<file path="src/rtl/tcp_tx_arbiter_pkg.sv">
// Shared types and register map for the TCP/IP TX packet arbiter.
// Holds the arbiter FSM state encoding and the BUS16 register byte addresses.
package tcp_txarb_pkg;

    typedef enum logic {
        IDLE = 1'b0,
        XFER = 1'b1
    } txarb_state_t;

    localparam logic [15:0] TXARB_ENABLE = 16'h0000;
    localparam logic [15:0] TXARB_STATUS = 16'h0002;
    localparam logic [15:0] TXARB_VALID  = 16'h0004;
    localparam logic [15:0] TXARB_STATS  = 16'h0010;

endpackage

</file>
<file path="src/rtl/tcp_tx_arbiter_if.sv">
// AXIS64 stream and BUS16 local-bus interfaces used by the TX arbiter.
interface AXIS64;
    logic        Valid;
    logic [63:0] Data;
    logic [7:0]  Keep;
    logic        Last;
    logic        Ready;

    modport m (output Valid, Data, Keep, Last, input Ready);
    modport s (input Valid, Data, Keep, Last, output Ready);
endinterface

interface BUS16;
    logic [15:0] Address;
    logic [15:0] WriteData;
    logic [1:0]  WriteEnable;
    logic        ReadEnable;
    logic [15:0] ReadData;
    logic        Done;

    modport m (output Address, WriteData, WriteEnable, ReadEnable, input ReadData, Done);
    modport s (input Address, WriteData, WriteEnable, ReadEnable, output ReadData, Done);
endinterface

</file>
<file path="src/rtl/tcp_tx_arbiter_rr_pick.sv">
// Round-robin picker: first eligible source at or after rr_ptr, wrapping modulo NUM_SRC.
module txarb_rr_pick #(
    parameter int NUM_SRC = 4,
    parameter int GRANT_W = $clog2(NUM_SRC)
) (
    input  logic [NUM_SRC-1:0] eligible,
    input  logic [GRANT_W-1:0] rr_ptr,
    output logic               found,
    output logic [GRANT_W-1:0] idx
);
    logic [2*NUM_SRC-1:0] dbl;
    logic [NUM_SRC-1:0]   rot;
    logic [GRANT_W:0]     off;
    logic [GRANT_W:0]     sum;

    always_comb begin
        dbl   = {eligible, eligible} >> rr_ptr;
        rot   = dbl[NUM_SRC-1:0];
        found = 1'b0;
        off   = '0;
        // Descending scan so the smallest offset from rr_ptr wins.
        for (int k = NUM_SRC - 1; k >= 0; k--) begin
            if (rot[k]) begin
                found = 1'b1;
                off   = (GRANT_W+1)'(k);
            end
        end
        sum = {1'b0, rr_ptr} + off;
        if (sum >= (GRANT_W+1)'(NUM_SRC))
            idx = GRANT_W'(sum - (GRANT_W+1)'(NUM_SRC));
        else
            idx = GRANT_W'(sum);
    end
endmodule

</file>
<file path="src/rtl/tcp_tx_arbiter.sv">
// Packet-level round-robin merge of NUM_SRC AXIS64 TX sources onto one MAC-bound stream.
// Optional TCP_TXARB_STATS_EN adds per-source 16-bit packet counters at 0x10+2*i.
module tcp_tx_arbiter
    import tcp_txarb_pkg::*;
#(
    parameter int NUM_SRC = 4
) (
    input  logic                  Clk,
    input  logic                  Reset,
    input  logic [NUM_SRC-1:0]    InValid,
    output logic [NUM_SRC-1:0]    InReady,
    input  logic [NUM_SRC*64-1:0] InData,
    input  logic [NUM_SRC*8-1:0]  InKeep,
    input  logic [NUM_SRC-1:0]    InLast,
    AXIS64.m                      Out,
    BUS16.s                       Bus
);
    localparam int GRANT_W = $clog2(NUM_SRC);

    txarb_state_t       state, state_nxt;
    logic [GRANT_W-1:0] grant, grant_nxt, rr_ptr, rr_ptr_nxt, pick_idx, grant_inc;
    logic [NUM_SRC-1:0] enable_mask, eligible;
    logic               pick_found, beat_fire, last_fire, bus_wr;
    logic [15:0]        rd_mux;

    assign eligible  = InValid & enable_mask;
    assign grant_inc = (grant == GRANT_W'(NUM_SRC - 1)) ? '0 : grant + GRANT_W'(1);
    assign beat_fire = Out.Valid & Out.Ready;
    assign last_fire = beat_fire & Out.Last;
    assign bus_wr    = |Bus.WriteEnable;

    txarb_rr_pick #(.NUM_SRC(NUM_SRC), .GRANT_W(GRANT_W)) u_pick (
        .eligible (eligible),
        .rr_ptr   (rr_ptr),
        .found    (pick_found),
        .idx      (pick_idx)
    );

    // Output mux is combinational so the granted source sees Out.Ready directly.
    always_comb begin
        Out.Valid = 1'b0;
        Out.Data  = '0;
        Out.Keep  = '0;
        Out.Last  = 1'b0;
        InReady   = '0;
        if (state == XFER) begin
            for (int i = 0; i < NUM_SRC; i++) begin
                if (grant == GRANT_W'(i)) begin
                    Out.Valid  = InValid[i];
                    Out.Data   = InData[64*i +: 64];
                    Out.Keep   = InKeep[8*i +: 8];
                    Out.Last   = InLast[i];
                    InReady[i] = Out.Ready;
                end
            end
        end
    end

    always_comb begin
        state_nxt  = state;
        grant_nxt  = grant;
        rr_ptr_nxt = rr_ptr;
        case (state)
            IDLE: if (pick_found) begin
                grant_nxt = pick_idx;
                state_nxt = XFER;
            end
            XFER: if (last_fire) begin
                rr_ptr_nxt = grant_inc;
                state_nxt  = IDLE;
            end
        endcase
    end

    always_ff @(posedge Clk or posedge Reset) begin
        if (Reset) begin
            state  <= IDLE;
            grant  <= '0;
            rr_ptr <= '0;
        end else begin
            state  <= state_nxt;
            grant  <= grant_nxt;
            rr_ptr <= rr_ptr_nxt;
        end
    end

`ifdef TCP_TXARB_STATS_EN
    logic [15:0] pkt_cnt [NUM_SRC];

    // A bus write to a counter takes priority over a same-cycle increment.
    always_ff @(posedge Clk or posedge Reset) begin
        if (Reset) begin
            for (int i = 0; i < NUM_SRC; i++) pkt_cnt[i] <= '0;
        end else begin
            for (int i = 0; i < NUM_SRC; i++) begin
                if (bus_wr && Bus.Address == TXARB_STATS + 16'(2*i))
                    pkt_cnt[i] <= '0;
                else if (last_fire && grant == GRANT_W'(i))
                    pkt_cnt[i] <= pkt_cnt[i] + 16'd1;
            end
        end
    end
`endif

    always_comb begin
        rd_mux = '0;
        case (Bus.Address)
            TXARB_ENABLE: rd_mux[NUM_SRC-1:0] = enable_mask;
            TXARB_STATUS: begin
                rd_mux[15]          = (state == XFER);
                rd_mux[GRANT_W-1:0] = grant;
            end
            TXARB_VALID:  rd_mux[NUM_SRC-1:0] = InValid;
            default:      rd_mux = '0;
        endcase
`ifdef TCP_TXARB_STATS_EN
        for (int i = 0; i < NUM_SRC; i++) begin
            if (Bus.Address == TXARB_STATS + 16'(2*i)) rd_mux = pkt_cnt[i];
        end
`endif
    end

    always_ff @(posedge Clk or posedge Reset) begin
        if (Reset) begin
            enable_mask  <= '1;
            Bus.Done     <= 1'b0;
            Bus.ReadData <= '0;
        end else begin
            Bus.Done     <= bus_wr | Bus.ReadEnable;
            Bus.ReadData <= Bus.ReadEnable ? rd_mux : 16'h0000;
            // The mask lives entirely in the low byte, since NUM_SRC is at most 8.
            if (Bus.WriteEnable[0] && Bus.Address == TXARB_ENABLE)
                enable_mask <= Bus.WriteData[NUM_SRC-1:0];
        end
    end
endmodule

</file>
<file path="src/flat_wrapper.sv">
// flat-port wrapper written by rule: the top's interface ports become plain ports
module tcp_tx_arbiter_flat import tcp_txarb_pkg::*;
#(
    parameter int NUM_SRC = 4
)
  (Clk, Reset, InValid, InReady, InData, InKeep, InLast, Out_Valid, Out_Data, Out_Keep, Out_Last, Out_Ready, Bus_Address, Bus_WriteData, Bus_WriteEnable, Bus_ReadEnable, Bus_ReadData, Bus_Done);
  AXIS64 Out_i ();
  BUS16 Bus_i ();
  input  logic Clk;
  input  logic Reset;
  input  logic [NUM_SRC-1:0] InValid;
  output logic [NUM_SRC-1:0] InReady;
  input  logic [NUM_SRC*64-1:0] InData;
  input  logic [NUM_SRC*8-1:0] InKeep;
  input  logic [NUM_SRC-1:0] InLast;
  output wire logic [$bits(Out_i.Valid)-1:0] Out_Valid;
  output wire logic [$bits(Out_i.Data)-1:0] Out_Data;
  output wire logic [$bits(Out_i.Keep)-1:0] Out_Keep;
  output wire logic [$bits(Out_i.Last)-1:0] Out_Last;
  input wire logic [$bits(Out_i.Ready)-1:0] Out_Ready;
  input wire logic [$bits(Bus_i.Address)-1:0] Bus_Address;
  input wire logic [$bits(Bus_i.WriteData)-1:0] Bus_WriteData;
  input wire logic [$bits(Bus_i.WriteEnable)-1:0] Bus_WriteEnable;
  input wire logic [$bits(Bus_i.ReadEnable)-1:0] Bus_ReadEnable;
  output wire logic [$bits(Bus_i.ReadData)-1:0] Bus_ReadData;
  output wire logic [$bits(Bus_i.Done)-1:0] Bus_Done;
  assign Out_Valid = Out_i.Valid;
  assign Out_Data = Out_i.Data;
  assign Out_Keep = Out_i.Keep;
  assign Out_Last = Out_i.Last;
  assign Out_i.Ready = Out_Ready;
  assign Bus_i.Address = Bus_Address;
  assign Bus_i.WriteData = Bus_WriteData;
  assign Bus_i.WriteEnable = Bus_WriteEnable;
  assign Bus_i.ReadEnable = Bus_ReadEnable;
  assign Bus_ReadData = Bus_i.ReadData;
  assign Bus_Done = Bus_i.Done;
  tcp_tx_arbiter #(.NUM_SRC(NUM_SRC)) u_core (.Clk(Clk), .Reset(Reset), .InValid(InValid), .InReady(InReady), .InData(InData), .InKeep(InKeep), .InLast(InLast), .Out(Out_i), .Bus(Bus_i));
endmodule
</file>
<file path="config.mk">
export PLATFORM = sky130hd
export DESIGN_NAME = tcp_tx_arbiter_flat
export DESIGN_NICKNAME = d
export VERILOG_FILES = /design/src/rtl/tcp_tx_arbiter_pkg.sv /design/src/rtl/tcp_tx_arbiter_if.sv /design/src/rtl/tcp_tx_arbiter_rr_pick.sv /design/src/rtl/tcp_tx_arbiter.sv /design/src/flat_wrapper.sv
export SDC_FILE = /design/constraint.sdc
export NUM_CORES = 1
export LEC_CHECK = 0
export BUFFER_PORTS_ARGS = -buffer_cell sky130_fd_sc_hd__buf_2
export CAP_MARGIN = 0
export CORE_AREA = 4 4 165 167
export DETAILED_ROUTE_END_ITERATION = 16
export DIE_AREA = 0 0 169 171
export GPL_ROUTABILITY_DRIVEN = 0
export HOLD_SLACK_MARGIN = 0.12
export PLACE_DENSITY_LB_ADDON = 0.3
export SLEW_MARGIN = 10
export SYNTH_ARGS = -nofsm -noshare
export SYNTH_HDL_FRONTEND = slang
export SYNTH_HIERARCHICAL = 1
export SYNTH_SLANG_ARGS = --single-unit
</file>
<file path="constraint.sdc">
create_clock -name Clk -period 5.71 [get_ports Clk]
set_clock_uncertainty 0.1 [all_clocks]
set_input_delay 0.8565 -clock Clk [delete_from_list [all_inputs] [get_ports Clk]]
set_output_delay 0.8565 -clock Clk [all_outputs]
set_load 0.005 [all_outputs]
</file>
Word level (Yosys, flattened, before mapping)

Index checks and enable logic that the tools add are counted.

Logic and storage cells: 69
Output and inout port bits: 95
Input port bits: 334
Register bits after elaboration: 26

Magnitude comparators: 1
Shifts and indexed selects: 1
Multiplexer cells: 42
Reduce and logical (&&, ||, !) cells: 6
Equal/unequal tests: 5
Bitwise operators: 5
$add $sub $neg: 3

Operators with widths:

| cell                                                  | number |
|---|---|
| 2-to-1 mux 64 bit                                     | 5 |
| 2-to-1 mux 8 bit                                      | 5 |
| 2-to-1 mux 1 bit                                      | 21 |
| equality test 16 x 2 -> 1 bit (second input constant) | 1 |
| equality test 16 x 3 -> 1 bit (second input constant) | 1 |
| logical NOT 16 bit                                    | 1 |
| 2-to-1 mux 16 bit                                     | 1 |
| 2-to-1 mux 3 bit                                      | 3 |
| >> shifter 8 x 2 -> 4 bit                             | 1 |
| 2-to-1 mux 2 bit                                      | 3 |
| case mux 2 bit (3 select lines)                       | 1 |
| bitwise AND 4 bit                                     | 1 |
| equality test 2 bit (second input constant)           | 2 |
| 2-to-1 mux 4 bit                                      | 1 |
| case mux 2 bit (2 select lines)                       | 1 |
| AND reduction 2 bit                                   | 2 |
| adder 2 x 3 -> 3 bit                                  | 1 |
| >= comparator 3 bit (second input constant)           | 1 |
| adder 2 x 1 -> 2 bit (second input constant)          | 1 |
| bitwise AND 1 bit                                     | 2 |
| equality test 2 x 1 -> 1 bit (second input constant)  | 1 |
| logical NOT 2 bit                                     | 1 |
| case mux 1 bit (2 select lines)                       | 1 |
| OR reduction 2 bit                                    | 1 |
| other kinds (4)                                       | 4 |

Depth between registers and ports, before layout

Word-level depth: 10
Gate-level depth with buffers: 10
Depth with buffers taken out: 10

Modules after synthesis

Netlist, hierarchy kept.

Modules (own cells, without submodules):

| module         | sequential area each (sq um) | area each (sq um) | instances | cells an instance |
|---|---|---|---|---|
| tcp_tx_arbiter | 380.4                        | 3060.4            | 1         | 436 |
| txarb_rr_pick  | 0.0                          | 180.2             | 1         | 23 |

Worst setup path after synthesis

OpenSTA, ideal clock, no wires.

Kind: flip-flop to output port
Start: register u_core.grant[0]
End: output Out_Data[0]
Arrival time: 1.634 ns
Data required time: 4.753 ns
Path buffers: 2
Cell stages (with the launch flop): 9
Setup slack: 3.119 ns
Cells stage by stage: dfrtp_1 > inv_1 > ha_1 > nor2b_1 > clkbuf_1 > buf_2 > a221oi_1 > a21oi_1 > a22o_1

Longest elaborated chain between the ends: 6
Elaborated cells on any way between the ends: 9
Classes of those cells: eq/ne: 3; mux: 5; reduce/logical: 1

RTL lines:

| item                            | RTL line             | RTL |
|---|---|---|
| from (decl)                     | tcp_tx_arbiter.sv:21 | `logic [GRANT_W-1:0] grant, grant_nxt, rr_ptr, rr_ptr_nxt, pick_idx, grant_inc;` |
| from (signal assigned)          | tcp_tx_arbiter.sv:82 | `grant <= grant_nxt;` |
| logical NOT 2 bit               | tcp_tx_arbiter.sv:48 | `if (grant == GRANT_W'(i)) begin` |
| 2-to-1 mux 64 bit (3 in series) | tcp_tx_arbiter.sv:48 |  |
| 2-to-1 mux 64 bit *             | tcp_tx_arbiter.sv:48 |  |
| 2-to-1 mux 64 bit *             | tcp_tx_arbiter.sv:46 | `if (state == XFER) begin` |
| to (decl)                       | flat_wrapper.sv:17   | `output wire logic [$bits(Out_i.Data)-1:0] Out_Data;` |

Every way passes the cells marked *; elsewhere a longest branch is shown, timed or not.

Final worst setup path

Start: register u_core.grant[0]
End: output Out_Data[31]

Same word-level chain as after synthesis.

==> reports/metrics.yaml <==
status:
  status: "finished, final reports clean"
layout:
  area_growth_pct: 73.6
  fin_cells: 1156
  layout-drive-gt1-share_pct: 52.9
  nNetsFinal: 1161
  antenna_cells: 0
setup_path:
  path_delay_family: "simple AND/OR/NAND/NOR gates"
  cp.required_ns: 4.75
  endpoint: "Out_Data[31]"
  r2r-start: "u_core/grant[1]"
  crit_cells: 5
  crit_buf_inv: 2
  cp_max_fo: 36
  critPathArrivalTime_ns: 2.90
  cp-start-kind: "register"
  slowest_stage: "and2_2"
  max_stage_delay_ns: 0.76
  path_cells: "ha_1 -> and2_2 -> buf_4 -> a22o_1 -> buf_2"
  rr_endpoint: "u_core/rr_ptr[1]"
  crit_start: "u_core/grant[0]"
  r2r_slack_ns: 2.98
  reg2reg_depth: 7
  critPathKind: "reg -> out"
  worstSetupEndpointType: "output port"
global_routing:
  grtUsageTotal_pct: 11.1
  grt_max_degree: 91
  grt_pass1_vias: 4892
  overflow: 0
  grt_pass1_wl_mm: 26.2
  antenna_found_initial: 0
cts:
  clk_pin_slew_ns: 0.05
  cts_hold_buf: 0
  cts_sinks: 15
  cts_resized: 0
  htree_levels: 1
  cts_setup_buffers: 0
  cts_made_buffers: 3
  cts_tree: "done"
  root_buffer: "clkbuf_16"
  cts.path.max_buffers: 2
  clock_latency_ns: 0.24
sta:
  hold_violations: 0
  rsz0062_at_grt: "no"
  period_minus_slack_ns: 3.86
  max_freq_mhz: 259
  period_share_pct: 67.6
  tightest_slew_ns: 0.933
  relSlewSlack_pct: 37.8
  whs_ns: 0.484
  setup_ws_ns: 1.85
  totalNegativeSetupSlack_ns: 0
  setup_violations: 0
  finalMaxSlewViolations: 0
yosys:
  yosysWarningCount: 6
  synthCells: 459
  syn_area_mm2: 0.00324
  synth_edf_count: 0
  yosysTopAreaCell: "a22o_1"
  synth_compound_area_share_pct: 54.2
  yosysMostFrequentCell: "inv_1"
  synth_xor_area_share_pct: 0.541
  postSynthAreaPerCell_um2: 7.06
  synth_top_area_share_pct: 19.5
  synth_seq_cells: 15
  synthAdderAreaFrac_pct: 1.93
  synthArstFlopShare_pct: 100
  yosysSeqAreaShare_pct: 11.7
  synth_top_family_by_area: "compound AO/OA/AOI/OAI gates"
  synthTopCellsByCount: "76 x inv_1, 75 x a21oi_1, 72 x a22o_1"
  synthSimpleGateAreaFrac_pct: 10.2
  synthFlopType: "dfrtp_1"
  synthMuxAreaShare_pct: 3.44
  yosys-top-cells-area: "a22o_1 19%, a221oi_1 19%, a21oi_1 12%, inv_1 8.8%, dfrtp_1 8.5%"
  yosys.cell_types.count: 45
detailed_routing:
  drt_pass1_iterations: 4
  drc_errors: 0
  wl_per_cell_um: 16.2
  drtIter0Drc: 274
  antenna_left: 0
  drt_wl_total_mm: 18.8
  viasPerCell: 4.39
  vias: 5078
pwr:
  powerDensity_mw_per_mm2: 75.5
  leakage_uw: 0.00316
  ir_worst_vdd_v: 0.0000739
die:
  dieArea_mm2: 0.0289
  ios: 429
  start_util_pct: 12.6
  rows: 59
  dieHeight_um: 171
  coreArea_mm2: 0.0258
  die_w_um: 169
place:
  place_ws_ns: 2.05
  dp_hpwl_mm: 14.8
  dp_cells: 1152
  port-buffer-count: 405
hold_path:
  hp-class: "reg -> reg"
flow_run:
  maxCapViolCount: 0
-- worst reg2reg max path: stages (launching register included) --
cell	delay (ns)
dfrtp_1	0.44
inv_1	0.16
ha_4	0.16
buf_4	0.72
nand2_1	0.12
a311oi_1	0.35
nand4_1	0.23
mux2_2	0.33
-- layer usage --
layer	GRT usage [%]	part of all wire (%)	vias up	wire (µm)
met5	0	0	-	0
met4	2.98	2.4	0	441
met3	1.52	9.5	26	1780
met2	20.5	51	282	9620
met1	13.4	37	2313	6910
li1	-	-	2457	-
-- per-stage QoR --
step	util (%)	cell area (µm²)	total power (µW)
CTS	21.8	5630	428
finish	21.8	5630	424
global route	21.8	5630	455
detailed placement	21.5	5550	292
global placement	21.5	5550	290
floorplan	-	3280	167
-- cell type report --
type                       count  area [µm²]
clock buffer                   3        75.1
clock inverter                 1        5.00
fill                        2937       20100
inverter                      76         285
multi-input combinational    315        2360
sequential                    15         380
tap                          335         419
timing repair buffer         411        2100
-- registers in the layout (all words and copies together), names as in the netlist --
signal and cells:
u_core/state 1, u_core/rr_ptr 2, u_core/Bus.ReadData 5, u_core/enable_mask 4, u_core/grant 2, u_core/Bus.Done 1
-- power by group --
group / leakage, µW / switching, µW / internal (µW)
Sequential: 0.000180 / 1.04 / 107
Clock: 0.0000409 / 40.8 / 93.3
Combinational: 0.00294 / 78.3 / 104
-- worst min path at each step --
stage,start,to,depth (start not counted),slack (ns)
CTS,u_core/enable_mask[3],u_core/Bus.ReadData[3],2,0.48
detailed placement,u_core/enable_mask[2],u_core/Bus.ReadData[2],2,0.47
global placement,u_core/enable_mask[3],u_core/Bus.ReadData[3],2,0.47
finish,u_core/enable_mask[3],u_core/Bus.ReadData[3],2,0.48
floorplan,u_core/grant[1],u_core/Bus.ReadData[1],1,0.41
global route,u_core/enable_mask[3],u_core/Bus.ReadData[3],2,0.52
-- cells in the final DEF (no fill, tap or decap), types with 2 or more instances in the layout --
cell / n
buf_2: 405
inv_1: 76
a21oi_1: 75
a22o_1: 72
a221oi_1: 71
dfrtp_1: 11
conb_1: 11
nand2_1: 7
and2_1: 7
nor2_1: 6
mux2_2: 5
nor2b_1: 5
and3_1: 4
mux2i_1: 4
dfstp_2: 4
buf_4: 4
clkbuf_16: 3
nor4_1: 3
nand2b_1: 3
ha_1: 3
nand4_1: 2
nand3b_1: 2
nor3b_1: 2
a311oi_1: 2
o21ai_0: 2
nor3_1: 2
o2bb2ai_1: 2
nor2b_4: 2
nand3_1: 2
o21a_1: 2
ha_4: 2
buf_12: 2
xnor2_1: 2
-- kinds of logic after synthesis --
logic type	after synthesis
AOI/OAI and AO/OA	233
buffers and inverters	139
and+or+nand+nor	54
DFF	15
muxes	10
adders and majority gates	5
xor gates and xnor gates	2
other	1
Note: power is estimated with default switching activity, not from simulation.
